`config.mk`:
```
export PLATFORM = sky130hd
export DESIGN_NAME = barrel_shift_pipe
export DESIGN_NICKNAME = d
export VERILOG_FILES = /design/src/rtl/barrel_pkg.sv /design/src/rtl/shift_stage.sv /design/src/rtl/barrel_shift_pipe.sv
export SDC_FILE = /design/constraint.sdc
export NUM_CORES = 1
export LEC_CHECK = 0
export ABC_AREA = 1
export CAP_MARGIN = 20
export CORE_UTILIZATION = 30
export CTS_BUF_LIST = sky130_fd_sc_hd__clkbuf_16
export CTS_CLUSTER_DIAMETER = 50
export DETAILED_ROUTE_END_ITERATION = 8
export DONT_BUFFER_PORTS = 1
export PLACE_DENSITY = 0.43
export SYNTH_ARGS = -nofsm -noshare
export SYNTH_HDL_FRONTEND = slang
export SYNTH_SLANG_ARGS = --single-unit
export TNS_END_PERCENT = 5
```
`constraint.sdc`:
```
create_clock -name clk -period 2 [get_ports clk]
set_clock_uncertainty 0.2 [all_clocks]
set_input_delay 0.3 -clock clk [delete_from_list [all_inputs] [get_ports clk]]
set_output_delay 0.3 -clock clk [all_outputs]
set_load 0.005 [all_outputs]
```
`src/rtl/barrel_pkg.sv`:
```
// barrel_pkg: shared constants and payload types for the barrel shifter pipeline
package barrel_pkg;
  localparam int BS_WIDTH = 8;
  localparam int BS_SHW = 3;
  typedef enum logic {FILL_ZERO = 1'b0, FILL_SIGN = 1'b1} fill_mode_e;
  typedef struct packed {
    logic [BS_WIDTH-1:0] data;
    logic [BS_SHW-1:0] shamt;
    logic fill;
    logic dir;
  } bs_payload_t;
endpackage

```
`src/rtl/shift_stage.sv`:
```
// shift_stage: one registered pipeline stage, shifting left by STEP when its shamt bit is set
module shift_stage import barrel_pkg::*; #(
  parameter int WIDTH = BS_WIDTH,
  parameter int SHW = BS_SHW,
  parameter int STEP = 1
) (
  input  logic             clk,
  input  logic             rst,
  input  logic             adv_i,
  input  logic             v_i,
  input  logic [WIDTH-1:0] data_i,
  input  logic [SHW-1:0]   sh_i,
  input  logic             fill_i,
  input  logic             dir_i,
  output logic             v_o,
  output logic [WIDTH-1:0] data_o,
  output logic [SHW-1:0]   sh_o,
  output logic             fill_o,
  output logic             dir_o
);
  localparam int K = $clog2(STEP);
  logic             v_q;
  logic [WIDTH-1:0] data_q, data_d;
  logic [SHW-1:0]   sh_q;
  logic             fill_q, dir_q;
  always_comb data_d = sh_i[K] ? {data_i[WIDTH-STEP-1:0], {STEP{fill_i}}} : data_i;
  // payload only loads on a valid input so empty stages keep their last data
  always_ff @(posedge clk) begin
    if (rst) begin
      v_q    <= 1'b0;
      data_q <= '0;
      sh_q   <= '0;
      fill_q <= 1'b0;
      dir_q  <= 1'b0;
    end else if (adv_i) begin
      v_q <= v_i;
      if (v_i) begin
        data_q <= data_d;
        sh_q   <= sh_i;
        fill_q <= fill_i;
        dir_q  <= dir_i;
      end
    end
  end
  assign v_o    = v_q;
  assign data_o = data_q;
  assign sh_o   = sh_q;
  assign fill_o = fill_q;
  assign dir_o  = dir_q;
endmodule

```
`src/rtl/barrel_shift_pipe.sv`:
```
// barrel_shift_pipe: pipelined logarithmic left shifter with fill bit and valid/ready flow control
module barrel_shift_pipe import barrel_pkg::*; #(
  parameter int WIDTH = BS_WIDTH,
  parameter int SHW = BS_SHW
) (
  input  logic             clk,
  input  logic             rst,
  input  logic             in_valid,
  output logic             in_ready,
  input  logic [WIDTH-1:0] in_data,
  input  logic [SHW-1:0]   shamt,
  input  logic             fill,
  input  logic             dir_in,
  output logic             out_valid,
  input  logic             out_ready,
  output logic [WIDTH-1:0] out_data,
  output logic             dir_out
);
  logic [SHW:0]            v, fl, dr;
  logic [SHW-1:0]          adv;
  logic [SHW:0][WIDTH-1:0] dat;
  logic [SHW:0][SHW-1:0]   sh;
  fill_mode_e              fm;
  logic                    unused_tail;
  assign fm     = fill_mode_e'(fill);
  assign v[0]   = in_valid;
  assign dat[0] = in_data;
  assign sh[0]  = shamt;
  assign fl[0]  = fm == FILL_SIGN;
  assign dr[0]  = dir_in;
  genvar k;
  for (k = 0; k < SHW; k++) begin : g_stage
    // stage k moves unless it and every stage after it is full while the sink stalls
    assign adv[k] = out_ready || !(&v[SHW:k+1]);
    shift_stage #(.WIDTH(WIDTH), .SHW(SHW), .STEP(2**k)) u_stage (
      .clk(clk),
      .rst(rst),
      .adv_i(adv[k]),
      .v_i(v[k]),
      .data_i(dat[k]),
      .sh_i(sh[k]),
      .fill_i(fl[k]),
      .dir_i(dr[k]),
      .v_o(v[k+1]),
      .data_o(dat[k+1]),
      .sh_o(sh[k+1]),
      .fill_o(fl[k+1]),
      .dir_o(dr[k+1])
    );
  end
  assign in_ready    = adv[0];
  assign out_valid   = v[SHW];
  assign out_data    = dat[SHW];
  assign dir_out     = dr[SHW];
  assign unused_tail = ^{sh[SHW], fl[SHW]};
endmodule
```
==> results of run 1 <==
[power by group through the flow]
stage / Sequential [mW] / Combinational, mW / Clock [mW]
4_1_cts: 0.771 / 0.143 / 0.885
6_report: 0.770 / 0.139 / 0.865
2_1_floorplan: 0.772 / 0.142 / 0
3_3_place_gp: 0.786 / 0.131 / 0
3_5_place_dp: 0.786 / 0.133 / 0
5_1_grt: 0.777 / 0.172 / 0.927
[kinds of logic (layout without fill, tap and decap cells)]
kind of cell,count (synthesis),after routing
simple gates,117,117
buf+inv,64,53
flops,35,35
compound gates,51,51
[sequential cells by signal (all words and copies together), names as in the netlist]
| name | count |
|---|---|
| g_stage.u_stage.data_o | 24 |
| g_stage.u_stage.dir_o | 3 |
| g_stage.u_stage.fill_o | 2 |
| g_stage.u_stage.sh_o | 3 |
| g_stage.u_stage.v_o | 3 |
[worst paths after layout]
| path | start | to | slack (ns) | depth (start not counted) |
|---|---|---|---|---|
| setup / recovery | g_stage[2].u_stage.v_o | in_ready | 0.40 | 1 |
| hold / removal | in_valid | g_stage[0].u_stage.data_o[5] | 0.004 | 3 |
| setup reg to reg | g_stage[2].u_stage.v_o | g_stage[0].u_stage.data_o[3] | 0.55 | 4 |
| hold reg to reg | g_stage[1].u_stage.dir_o | g_stage[1].u_stage.dir_o | 0.28 | 2 |
[per-layer routing]
metal,routed length (um),vias to the layer above,share of wire,global-route usage
met5,0,-,0,0
met4,61,0,0.018,0.05455
met3,93,7,0.027,0.03448
met2,1471,18,0.43,0.2139
met1,1814,607,0.53,0.1616
li1,-,789,-,-
[placed cells by master, fill, tap and decap left out]
cell / count
nand3_2: 3
nor2_1: 50
clkinv_2: 1
clkbuf_16: 5
dlygate4sd3_1: 2
nand3_1: 10
clkinv_1: 2
nand4_4: 1
inv_2: 1
a21oi_1: 23
o21ai_0: 28
dfxtp_1: 35
nor2_2: 2
inv_1: 39
buf_4: 2
bufinv_16: 1
nand2_2: 1
nand2_1: 50
[cell type report]
| type | count | share of cell area |
|---|---|---|
| Clock buffer | 5 | 0.06605 |
| Clock inverter | 3 | 0.02048 |
| Inverter | 41 | 0.08124 |
| Multi-Input combinational cell | 168 | 0.3963 |
| Sequential cell | 35 | 0.3699 |
| Tap cell | 72 | 0.04756 |
| Timing Repair Buffer | 4 | 0.01849 |
[through the flow]
stage	std cells	setup WS (ns)	total power, mW
global placement	318	0.5624	0.9174
CTS	328	0.3860	1.799
finish	328	0.3989	1.775
global route	328	0.3200	1.876
detailed placement	318	0.5441	0.9186
floorplan	267	0.7559	0.9149
[repair_timing]
action	in CTS	in global routing
hold endpoints to repair	23	0
hold buffers	2	0
buffers inserted	0	0
[worst register-to-register path, delay by kind of cell, from the launching register on]
family / cells / cell delay, ns
simple gates: 4 / 0.77
flops: 1 / 0.42
==> metrics.txt, run 1 <==
status=completed; Post-CTS Resized=0; crit path time final=approximately 1.6 ns; Chip Height=78.85 um; DRC viols=0; Layout fillers=653; die extent in x=78.85 um; vias in the first global route=1,439; fin crit share=0.8006; antenna violations before repair=0; Clock Power Share=0.488; Synth Area in Compound Gates=0.1441; area of placed instances=1710 um2; die area=6217 um2; share of cells above drive strength 1=0.06641; first-pass GRT wire length=6382 um; largest net degree at the start of global routing=27; DRT Pass-1 Iters=4; dominant cell type by area after synthesis=dfxtp_1; Worst Path Buf+Inv=0; top_reg_cell synth=dfxtp_1; WS Path Type=flop to primary output; Synth Area in Simple Gates=0.2797; largest family of logic cells by synthesized area=simple AND/OR/NAND/NOR gates; Final Routed Wirelength=3440 um; worst hold path class=primary input to flop; leakage=0.8528 nW; Util after Layout=0.3378; worst stage delay on the critical path=0.42 ns; H-tree Lvls=2; P_int=1.375 mW; Syn Area/Cell=between 6 and 7 um2; row cnt=27; worst-margin pin slew=between 0.4 and 0.5 ns; IO Count=28; Switching Power=0.3994 mW; DRT iter0 DRCs=75; Post-synth EDFFs=0; CTS tree=built; sequential cell area fraction in the yosys report=0.3955; XOR/XNOR share of the synthesized area=0; fmax=between 600 and 700 MHz; gr usage total=0.1306; Critical Path Source Type=flop; Yosys warning count=0; Critical Path, Cell by Cell=nand4_4; Clk pin slew, worst setup/hold paths=0.05 ns; # clock sinks=35; post-synthesis adder-cell area fraction=0; n_diodes=0; Switching Share=0.2251; Yosys reg bits=35; IO Port Bufs=0; Wirelength per Cell=10.49 um; Seq pwr share=0.434; Post-DP HPWL=2386 um; Synth Cell Area=1772 um2; Slew HR=0.6720; gr ovfl total=0; register area=700.7 um2; multi-input logic area=750.7 um2; cell family with most CP delay=flip-flops; vias post-DR=about 1,400; Cell Pwr Density=936.8 nW/um2; ys async rst share=0; Max VDD drop=353.4 uV; Fin Setup TNS=0 ns; Nets=roughly 270; power share of the combinational group=0.078; share of the synthesized area in the top cell type=0.3955; Hold WS=0.003743 ns; Max-Cap Viols=0; Post-DRT Antenna Nets=0; Unique masters post-synth=18; Design Area, Final=1894 um2; count of final max-slew check failures=0; Inserted Clock Buffers=5; Area growth syn-to-layout=6.921%; core area=5608 um2; Post-synth top cells=nand2_1 (50), nor2_1 (50), inv_1 (39); CP max FO=26; mux share of post-synthesis cell area=0; post-synth net total=between 200 and 300; Area contributors post-synth=dfxtp_1 (40%), nand2_1 (11%), nor2_1 (11%); routability cong.=about 0.67; Initial Util=0.3159; final setup fails=0; Clock Path Buffers=2; Worst EP required=1.50 ns; CTS root buffer=clkbuf_16; Final Hold Fails=0; Via-to-Cell Ratio=4.332; unrepaired setup endpoints after global routing=no; post-synthesis cell count=267; CP Data Arrival Time=1.10 ns; Worst Setup End Kind=primary output; CP max-delay cell=dfxtp_1; worst skew pair latency=between 0.2 and 0.3 ns
Power figures use the tool's default switching activity.
==> run 2, diff against run 1 <==
Clock period 2 ns to 1.5 ns, I/O delays scaled along.
==> run 2 against run 1 <==
The run now ends with hold timing left. Core utilization is 0.40 points higher. Sequential power is 34% higher. Clock power is 13% higher.
==> metrics.txt, run 2 (synthesized netlist as in run 1, its figures left out) <==
CTS tree=built; worst stage delay on the critical path=0.42 ns; Chip Height=78.85 um; status=finished, violations left; Area growth syn-to-layout=8.192%; n_diodes=0; die extent in x=just under 80 um; DRC viols=0; Fin Setup TNS=0 ns; Util after Layout=0.3418; Cell Pwr Density=1145 nW/um2; core area=5608 um2; gr ovfl total=0; Clk pin slew, worst setup/hold paths=0.05 ns; Clock Path Buffers=2; Post-DP HPWL=2416 um; routability cong.=0.6807; area of placed instances=approximately 1700 um2; Critical Path, Cell by Cell=nand4_4, buf_12; die area=approximately 6200 um2; count of final max-slew check failures=0; largest net degree at the start of global routing=27; crit path time final=1.434 ns; leading cell type in the layout, fill and taps excluded=nor2_1; CTS root buffer=clkbuf_16; CP max-delay cell=dfxtp_1; Max VDD drop=about 510 uV; fin crit share=0.9561; CP max FO=26; CP Data Arrival Time=1.01 ns; IO Port Bufs=0; Worst Setup End Kind=primary output; Layout fillers=656; WS Path Type=flop to primary output; Slew HR=0.7210; DRT Pass-1 Iters=4; worst hold path class=primary input to flop; final setup fails=0; violated checks=hold timing; antenna violations before repair=0; DRT iter0 DRCs=41; share of cells above drive strength 1=0.08880; Post-DRT Antenna Nets=0; Design Area, Final=1917 um2; Hold-fix buffers, CTS=2; worst skew pair latency=between 0.2 and 0.3 ns; Final Routed Wirelength=3516 um; # clock sinks=35; number of flip-flops in the largest register=24; worst-margin pin slew=0.4179 ns; vias post-DR=1,406; leakage=0.8597 nW; Max-Cap Viols=0; most frequent cells in the layout=nor2_1 (50), nand2_1 (49), inv_1 (39), dfxtp_1 (35), o21ai_0 (28); fmax=~700 MHz; Initial Util=0.3159; vias in the first global route=1,472; pre-CTS WS=about 0.055 ns; Critical Path Source Type=flop; Nets=approximately 280; H-tree Lvls=2; gr usage total=0.1355; row cnt=27; setup ws final=0.06579 ns; Final Hold Fails=12; Via-to-Cell Ratio=4.248; Worst EP required=1.07 ns; Hold WS=-0.08999 ns; first-pass GRT wire length=6561 um; Wirelength per Cell=10.62 um; Inserted Clock Buffers=5; IO Count=28; unrepaired setup endpoints after global routing=no
[run 2: path summary, 6_finish.rpt]
| kind | cells after the start | slack (ns) | startpoint | endpoint |
|---|---|---|---|---|
| worst max-delay path | 2 | 0.07 | g_stage[2].u_stage.v_o | in_ready |
| worst min-delay path | 2 | -0.09 | in_valid | g_stage[0].u_stage.sh_o[1] |
| worst max register to register | 5 | 0.14 | g_stage[2].u_stage.v_o | g_stage[2].u_stage.data_o[7] |
| worst min register to register | 2 | 0.28 | g_stage[0].u_stage.dir_o | g_stage[0].u_stage.dir_o |
[run 2: repair_timing]
action	CTS	global route
buffers inserted	0	0
gates resized for setup	0	4
hold endpoints to repair	23	12
setup endpoints to repair	0	18
[run 2: critical path: cells and delay by family, from the launching register on]
family	cells	cell delay [ns]
buffers and inverters	1	0.18
flip-flops	1	0.42
AND/OR/NAND/NOR	1	0.13
[run 2: area by class of cell]
type / instances / area, um2 / area share
multi-input combinational: 168 / 758.2 / 0.3956
sequential: 35 / 700.7 / 0.3655
inverter: 41 / 157.7 / 0.08225
clock buffer: 5 / 125.1 / 0.06527
tap: 72 / 90.09 / 0.04700
timing repair buffer: 6 / 62.56 / 0.03264
clock inverter: 3 / 15.01 / 0.007833
timing repair inverter: 1 / 7.507 / 0.003916
[run 2: through the flow]
step | hold slack, ns | std cells | power (mW)
after detailed placement | 0.09772 | 320 | 1.228
after global placement | 0.09592 | 320 | 1.228
after floorplan | 0.09407 | 267 | 1.220
after global routing | -0.09416 | 331 | 2.347
after CTS | -0.09310 | 330 | 2.233
final | -0.08999 | 331 | 2.195
[run 2: per-layer routing]
| layer | up-vias | global-route usage | share of wire | wire (um) |
|---|---|---|---|---|
| met1 | 592 | 0.1650 | 0.52 | 1819 |
| met4 | 0 | 0.03818 | 0.0077 | 27 |
| met3 | 4 | 0.04828 | 0.041 | 144 |
| li1 | 790 | - | - | - |
| met2 | 20 | 0.2243 | 0.43 | 1525 |
| met5 | - | 0 | 0 | 0 |
[run 2: power by group]
part / switching (mW) / leakage (nW) / total [mW] / internal (mW)
registers: 0.0471 / 0.288 / 1.03 / 0.982
logic: 0.105 / 0.499 / 0.186 / 0.0816
clock network: 0.375 / 0.0733 / 0.979 / 0.605
==> run 3, diff against run 2 <==
Settings changed: PLACE_DENSITY 0.43 to 0.44.
Clock period 1.5 ns to 1.25 ns, I/O delays scaled along.
==> run 3 against run 2 <==
The run ends with hold timing, setup timing left. Worst hold slack worse by 0.045 ns. Sequential cell count unchanged. First-iteration DRC count up 22%. Combinational power up 41%. Clock power up 41%. Die area unchanged. Cell count up 1.2%. Global-route usage up 0.62 points. Power up 31%. Sequential power up 19%. Register-to-register slack worse by 0.24 ns. Cell area up 8.6%. Critical endpoint unchanged. Largest cell class unchanged.
==> metrics.txt, run 3 (synthesized netlist as in run 1, its figures left out) <==
status=finished, violations left; violated checks=hold timing, setup timing; unrepaired setup endpoints after global routing=yes; CP max FO=7; Design Area, Final=between 2000 and 2500 um2; Initial Util=0.3159; worst hold path class=primary input to flop; fmax=~710 MHz; Setup crit start=g_stage[2].u_stage.v_o; area of placed instances=1810 um2; setup ws final=-0.1498 ns; Critical Path, Cell by Cell=buf_6, nand4_4, buf_12; number of flip-flops in the largest register=24; first-pass GRT wire length=between 6000 and 7000 um; Wirelength per Cell=around 11 um; largest net degree at the start of global routing=26; DRT Pass-1 Iters=5; Critical Path Source Type=flop; final setup fails=14; gr usage total=0.1417; CTS tree=built; # clock sinks=35; Final Hold Fails=14; CP max-delay cell=dfxtp_2; Clock Path Buffers=2; Chip Height=78.85 um; leakage=0.9590 nW; Hold-fix buffers, CTS=2; HP Start=in_valid; core area=5608 um2; Worst EP required=0.86 ns; count of final max-slew check failures=0; CP Data Arrival Time=1.01 ns; Layout fillers=660; Final Routed Wirelength=around 3700 um; R2R Path Start=g_stage[2].u_stage.v_o; leading cell type in the layout, fill and taps excluded=nor2_1; most frequent cells in the layout=nor2_1 (50), nand2_1 (49), inv_1 (39), dfxtp_1 (32), a21oi_1 (22); die extent in x=approximately 79 um; CTS root buffer=clkbuf_16; Fin Setup TNS=-1.158 ns; Slew HR=0.7186; Post CTS Setup Buffer Count=0; WS Path Type=flop to primary output; vias post-DR=between 1,000 and 1,500; IO Port Bufs=0; crit path time final=1.400 ns; row cnt=27; die area=6217 um2; worst stage delay on the critical path=0.34 ns; Via-to-Cell Ratio=4.382; Max-Cap Viols=0; H-tree Lvls=2; Clk pin slew, worst setup/hold paths=0.05 ns; worst-margin pin slew=0.4207 ns; Post-DP HPWL=2448 um; Hold WS=-0.1352 ns; Nets=279; Area growth syn-to-layout=17.44%; vias in the first global route=about 1,500; share of cells above drive strength 1=0.1141; gr ovfl total=0; fin crit share=1.120; register area=706.9 um2; worst skew pair latency=0.28 ns; Inserted Clock Buffers=5; Pwr Total=roughly 2.9 mW; multi-input logic area=757.0 um2; Max VDD drop=606.4 uV; Post-DRT Antenna Nets=0; Worst Setup End Kind=primary output; routability cong.=0.6925; DRC viols=0; IO Count=28; Worst Path Buf+Inv=2; cell family with most CP delay=flip-flops; n_diodes=0; DRT iter0 DRCs=50; Cell Pwr Density=1377 nW/um2; antenna violations before repair=0
[run 3: path summary, 6_finish.rpt]
kind | endpoint | slack, ns | cells past startpoint
max | in_ready | -0.15 | 3
max reg2reg | g_stage[0].u_stage.data_o[5] | -0.10 | 5
min reg2reg | g_stage[0].u_stage.data_o[6] | 0.28 | 2
min | g_stage[0].u_stage.sh_o[2] | -0.14 | 2
[run 3: metrics by stage]
stage,instances,utilization,setup slack [ns]
after CTS,335,0.3688,-0.1598
after global placement,323,0.3228,-0.05878
after floorplan,267,-,0.02465
after detailed placement,323,0.3228,-0.07107
final,335,0.3710,-0.1498
after global routing,335,0.3710,-0.1990
[run 3: timing repair]
item / 4_1_cts / 5_1_grt
gates resized for setup: 8 / 11
gates cloned: 2 / 0
setup endpoints to repair: 23 / 35
endpoints found under the hold margin: 23 / 12
[run 3: power breakdown]
group          leakage [nW]  switching, mW  internal, mW
clock                0.0812          0.447         0.928
sequential            0.289         0.0480          1.18
combinational         0.588          0.140         0.123
[run 3: routing by layer]
layer,global-route usage,share of wire,vias up
li1,-,-,805
met1,0.1641,0.49,641
met2,0.2452,0.46,14
met3,0.03103,0.029,8
met4,0.07091,0.019,0
met5,0,0,-
[run 3: area by class of cell]
cell class | count | share of cell area
Sequential cell | 35 | 0.3397
Timing Repair Buffer | 11 | 0.09802
Clock buffer | 5 | 0.06013
Multi-Input combinational cell | 168 | 0.3638
Inverter | 41 | 0.07637
Tap cell | 72 | 0.04330
Clock inverter | 3 | 0.01864
[run 3: worst reg2reg max path: stages (launching register included)]
cell       delay, ns
dfxtp_2         0.34
buf_6           0.10
nand4_4         0.12
bufbuf_16       0.32
a21oi_1         0.12
nor2_1          0.05
